`config.mk`:
```
export PLATFORM = sky130hd
export DESIGN_NAME = mul_arbiter
export DESIGN_NICKNAME = d
export VERILOG_FILES = /design/src/rtl/mul_arbiter_pkg.sv /design/src/rtl/mul_engine.sv /design/src/rtl/mul_arbiter.sv
export SDC_FILE = /design/constraint.sdc
export NUM_CORES = 1
export LEC_CHECK = 0
export ABC_CLOCK_PERIOD_IN_PS = 9500
export CAP_MARGIN = 0
export CORE_MARGIN = 5
export CORE_UTILIZATION = 57
export DETAILED_ROUTE_END_ITERATION = 10
export MAX_ROUTING_LAYER = met4
export PLACE_DENSITY = 0.87
export SLEW_MARGIN = 20
export SYNTH_ARGS = -nofsm -noshare
export SYNTH_HDL_FRONTEND = slang
export SYNTH_SLANG_ARGS = --single-unit
```
`constraint.sdc`:
```
create_clock -name clk -period 9.5 [get_ports clk]
set_input_delay 0.95 -clock clk [delete_from_list [all_inputs] [get_ports clk]]
set_output_delay 0.95 -clock clk [all_outputs]
set_load 0.01 [all_outputs]
```
`src/rtl/mul_arbiter_pkg.sv`:
```
// Shared types and helpers for the multiplier arbiter slice.
// Holds the FSM encoding, default widths and a popcount helper.
package mul_arbiter_pkg;

    typedef enum logic [1:0] {
        IDLE,
        MULT,
        COUNT,
        RESP
    } state_t;

    localparam int AW_DEF  = 24;
    localparam int RW_DEF  = 32;
    localparam int ONES_W  = 6;
    localparam int OPCNT_W = 16;

    function automatic logic [ONES_W-1:0] popcount(input logic [63:0] v);
        logic [ONES_W:0] n;
        n = '0;
        for (int i = 0; i < 64; i++) begin
            n = n + (ONES_W + 1)'(v[i]);
        end
        return n[ONES_W-1:0];
    endfunction

endpackage

```
`src/rtl/mul_engine.sv`:
```
// Sequential shift-add multiplier with a one-cycle popcount stage.
// done pulses on the last multiply cycle; results land one cycle later.
module mul_engine
    import mul_arbiter_pkg::*;
#(
    parameter int AW = AW_DEF,
    parameter int RW = RW_DEF
) (
    input  logic              clk,
    input  logic              reset,
    input  logic              start,
    input  logic [AW-1:0]     a1,
    input  logic [AW-1:0]     a2,
    output logic              done,
    output logic [RW-1:0]     w,
    output logic [ONES_W-1:0] ones,
    output logic              ovf
);

    localparam int KW = $clog2(AW);

    logic [AW-1:0]   a1_q;
    logic [AW-1:0]   a2_q;
    logic [2*AW-1:0] acc;
    logic [KW-1:0]   k;
    logic            run;
    logic            cnt;

    assign done = run && (k == KW'(AW - 1));

    always_ff @(posedge clk) begin
        if (reset) begin
            a1_q <= '0;
            a2_q <= '0;
            acc  <= '0;
            k    <= '0;
            run  <= 1'b0;
            cnt  <= 1'b0;
            w    <= '0;
            ones <= '0;
            ovf  <= 1'b0;
        end else begin
            cnt <= 1'b0;
            if (start) begin
                a1_q <= a1;
                a2_q <= a2;
                acc  <= '0;
                k    <= '0;
                run  <= 1'b1;
            end else if (run) begin
                // full-width partial product, never truncated
                if (a2_q[k]) begin
                    acc <= acc + ({{AW{1'b0}}, a1_q} << k);
                end
                k <= k + KW'(1);
                if (done) begin
                    run <= 1'b0;
                    cnt <= 1'b1;
                end
            end else if (cnt) begin
                w    <= acc[RW-1:0];
                ones <= popcount(64'(acc[RW-1:0]));
                ovf  <= |acc[2*AW-1:RW];
            end
        end
    end

endmodule

```
`src/rtl/mul_arbiter.sv`:
```
// Round-robin front end sharing one mul_engine between NREQ requesters.
// Handles request/response handshakes, requester tagging and op counting.
module mul_arbiter
    import mul_arbiter_pkg::*;
#(
    parameter int NREQ = 4,
    parameter int AW   = AW_DEF,
    parameter int RW   = RW_DEF
) (
    input  logic                     clk,
    input  logic                     reset,
    input  logic [NREQ-1:0]          req_valid,
    output logic [NREQ-1:0]          req_ready,
    input  logic [NREQ*AW-1:0]       req_a1,
    input  logic [NREQ*AW-1:0]       req_a2,
    output logic                     rsp_valid,
    input  logic                     rsp_ready,
    output logic [$clog2(NREQ)-1:0]  rsp_id,
    output logic [RW-1:0]            rsp_w,
    output logic [ONES_W-1:0]        rsp_ones,
    output logic                     rsp_ovf,
    output logic                     busy,
    output logic [OPCNT_W-1:0]       op_count
);

    localparam int IW = $clog2(NREQ);

    state_t        state;
    state_t        state_nx;
    logic [IW-1:0] ptr;
    logic [IW-1:0] win;
    logic [IW-1:0] id_q;
    logic          found;
    logic          accept;
    logic          eng_done;
    int            j;

    // first pending requester at or after ptr, wrapping
    always_comb begin
        found = 1'b0;
        win   = '0;
        j     = 0;
        for (int i = 0; i < NREQ; i++) begin
            j = int'(ptr) + i;
            if (j >= NREQ) begin
                j = j - NREQ;
            end
            if (!found && req_valid[j]) begin
                found = 1'b1;
                win   = IW'(j);
            end
        end
    end

    always_comb begin
        state_nx  = state;
        req_ready = '0;
        unique case (state)
            IDLE: begin
                if (found && !reset) begin
                    req_ready = NREQ'(1) << win;
                    state_nx  = MULT;
                end
            end
            MULT: begin
                if (eng_done) begin
                    state_nx = COUNT;
                end
            end
            COUNT: begin
                state_nx = RESP;
            end
            RESP: begin
                if (rsp_ready) begin
                    state_nx = IDLE;
                end
            end
        endcase
    end

    assign accept    = |(req_valid & req_ready);
    assign rsp_valid = (state == RESP);
    assign busy      = (state != IDLE);

    always_ff @(posedge clk) begin
        if (reset) begin
            state <= IDLE;
        end else begin
            state <= state_nx;
        end
    end

    always_ff @(posedge clk) begin
        if (reset) begin
            ptr      <= '0;
            id_q     <= '0;
            rsp_id   <= '0;
            op_count <= '0;
        end else begin
            if (accept) begin
                id_q <= win;
                ptr  <= (win == IW'(NREQ - 1)) ? '0 : win + IW'(1);
            end
            if (state == COUNT) begin
                rsp_id <= id_q;
            end
            if (rsp_valid && rsp_ready) begin
                op_count <= op_count + OPCNT_W'(1);
            end
        end
    end

    mul_engine #(
        .AW (AW),
        .RW (RW)
    ) u_engine (
        .clk   (clk),
        .reset (reset),
        .start (accept),
        .a1    (req_a1[int'(win)*AW +: AW]),
        .a2    (req_a2[int'(win)*AW +: AW]),
        .done  (eng_done),
        .w     (rsp_w),
        .ones  (rsp_ones),
        .ovf   (rsp_ovf)
    );

endmodule

```
==> impl_metrics.ini <==
[pwr]
ir_drop_mv = 0.130
leakagePower_nw = 6.36
power_density_mw_per_mm2 = 141

[critical_path]
critical_path_arrival_ns = 5.64
crit_chain = clkinv_1 > mux2i_1 > nand2_1 > nand2_1 > o21ai_0 > o22ai_1 > ha_1 > a21o_1 > a211oi_1 > o211ai_1 > a21oi_1 > a21oi_1 > nor3_1 > o31ai_1 > a21oi_1 > mux2i_1
rr_startpoint = u_engine.k[0]
cpMaxStageDelayCell = dfxtp_2
crit_start = u_engine.k[0]
cpPeakStageDelay_ns = 0.93
path_delay_family = compound AO/OA/AOI/OAI gates
cp_max_fo = 40
path_buf_inv = 1
critPathLaunchType = register
setup.worst_path.class = register to register
crit_path_end_kind = register
crit_top_cell = a21oi_1
cp.required_ns = 9.87

[synthesis]
yosysTopAreaCell = dfxtp_1
ys.flop_type = dfxtp_1
yosysMostFrequentCell = nand2_1
synth_fp_nets = 2043
synth_edf_count = 0
yosysSeqAreaShare_pct = 25.9
async_reset_ff_share_pct = 0
synth_area_mm2 = 0.0128
synth.avg_cell_area_um2 = 7.32
synth_cells = 1753
ys_top_cells_by_count = nand2_1 (357), nor2_1 (187), a21oi_1 (180), dfxtp_1 (166), clkbuf_1 (95)
yosys-top-cells-area = dfxtp_1 (26%), nand2_1 (10%), a21oi_1 (7.0%), ha_1 (6.4%), nor2_1 (5.5%)
synth_seq_cells = 166
yosysWarnings = 0
synth_top_area_share_pct = 25.9
synth_cell_types = 68

[grt]
gr-total-overflow = 0
grt_start_max_net_pins = 102
antenna_found_initial = 0
track_usage_pct = 33.5
grt_pass1_wl_um = 67800
grt_pass1_vias = 13056

[clock_network]
post_cts_buffers = 0
root_buffer = clkbuf_16
cts_tree = done
clk_pin_slew_ns = 0.07
cts_resized = 0
clock_path_buffers = 2
cts_hold_buf = 0
clock_sinks = 166
htree_levels = 4
clock_latency_ns = 0.44
numCtsBuffers = 17

[die]
io-pin-count = 262
die_y_um = 160
floorplan.initialDensity_pct = 58.2
die_x_um = 160
rows = 54
die_area_mm2 = 0.0256
core_mm2 = 0.0220

[route]
ant_nets = 0
dr.pass1.iters = 6
drt-total-wl_um = 43600
vias = 13552
routedWlPerCell_um = 19.7
first_iter_violations = 1215
viasPerCell = 6.12
drc = 0

[timing]
hold_viol_final = 0
min_period_over_period_pct = 55.5
finalCriticalPeriod_ns = 5.27
rsz0062_at_grt = no
fmax_mhz = 190
finalSetupTns_ns = 0
final-setup-viol-count = 0
clock_skew_ns = 0.00869
relSlewSlack_pct = 33.5
timing_max_transition_violations_final = 0
tightest_slew_ns = 0.997

[run]
cap_violations = 0

[hold_path]
holdCritPathClass = register to register
holdCritStartpoint = u_engine.w[26]

[place]
gp_congestion = 0.958
dp.cells = 2182
port_buffers = 261
dpl.hpwl_um = 33000
placed_area_mm2 = 0.0154

[finish]
antennaDiodeCount = 0
syn_to_final_growth_pct = 24.8
fin_cells = 2214
fin_area_mm2 = 0.0160
drive_above_1_share_pct = 4.55
final_nets = 2211
fillers = 1756

[outcome]
status = complete, no violations
==> cells by family (layout without fill, tap and decap cells) <==
| kind of cell | Yosys count | in the layout | share of synthesized area (%) |
|---|---|---|---|
| simple gates | 755 | 755 | 25.9 |
| compound gates | 424 | 424 | 20.8 |
| buf+inv | 194 | 375 | 6.17 |
| flops | 166 | 166 | 25.9 |
| fa+ha+maj | 91 | 91 | 10.3 |
| mux | 73 | 73 | 7.53 |
| xor+xnor | 50 | 50 | 3.41 |
==> state kept, by name (all words and copies together) (netlist names) <==
| name | count |
|---|---|
| id_q | 2 |
| op_count | 16 |
| ptr | 2 |
| rsp_id | 2 |
| state | 2 |
| u_engine.a1_q | 24 |
| u_engine.a2_q | 24 |
| u_engine.acc | 48 |
| u_engine.cnt | 1 |
| u_engine.k | 5 |
| u_engine.ones | 6 |
| u_engine.ovf | 1 |
| u_engine.run | 1 |
| u_engine.w | 32 |
==> final timing paths <==
kind / endpoint / depth (start not counted) / slack, ns
setup reg to reg: u_engine.acc[47] / 16 / 4.23
hold reg to reg: u_engine.w[26] / 2 / 0.45
hold / removal: u_engine.w[26] / 2 / 0.45
setup / recovery: u_engine.acc[47] / 16 / 4.23
==> cell type report <==
class	instances	area (µm²)	area share, %
multi-input cells	1393	8730	54.6
flip-flops and latches	166	3330	20.8
repair buffers	274	2710	16.9
clock buffers	18	439	2.74
well taps	280	350	2.19
inverters	69	259	1.62
clock inverters	14	189	1.18
==> metal layers <==
metal / routed length (µm) / vias to the layer above / track usage [%]
met1: 17300 / 6382 / 39.4
li1: - / 6473 / -
met2: 21800 / 579 / 58.2
met3: 2730 / 118 / 4.90
met5: 0 / - / -
met4: 1720 / 0 / 12.3
==> cells in the final DEF, fill, tap and decap left out, drive strengths merged, types with 27 or more instances in the layout <==
cell type      Yosys  final
nand2            357    357
ha                66     66
a21oi            181    181
and3              62     62
o21ai             66     66
dfxtp            166    166
a21o              30     30
nor2             187    187
clkdlybuf4s50      0    260
inv               67     72
xor2              27     27
nand3             39     39
a311oi            49     49
mux2i             44     44
==> power breakdown <==
| group | internal (mW) | switching (mW) |
|---|---|---|
| Clock | 0.428 | 0.325 |
| Sequential | 0.738 | 0.0542 |
| Combinational | 0.297 | 0.412 |
==> per-stage QoR <==
stage / utilization, % / setup WS (ns) / power (mW) / hold slack [ns]
4_1_cts: 72.7 / 4.36 / 2.24 / 0.455
3_5_place_dp: 69.8 / 4.10 / 1.50 / 0.446
5_1_grt: 72.7 / 3.91 / 2.36 / 0.470
6_report: 72.7 / 4.23 / 2.26 / 0.453
3_3_place_gp: 69.8 / 4.33 / 1.48 / 0.441
2_1_floorplan: - / 4.65 / 1.26 / 0.446
==> worst reg2reg max path, stage by stage, from the launching register on <==
cell and delay [ns]:
dfxtp_2 0.93, clkinv_1 0.50, mux2i_1 0.33, nand2_1 0.08, nand2_1 0.09, o21ai_0 0.15
o22ai_1 0.39, ha_1 0.42, a21o_1 0.22, a211oi_1 0.36, o211ai_1 0.18, a21oi_1 0.31
a21oi_1 0.20, nor3_1 0.40, o31ai_1 0.16, a21oi_1 0.27, mux2i_1 0.21
Note: power is estimated with default switching activity, not from simulation.
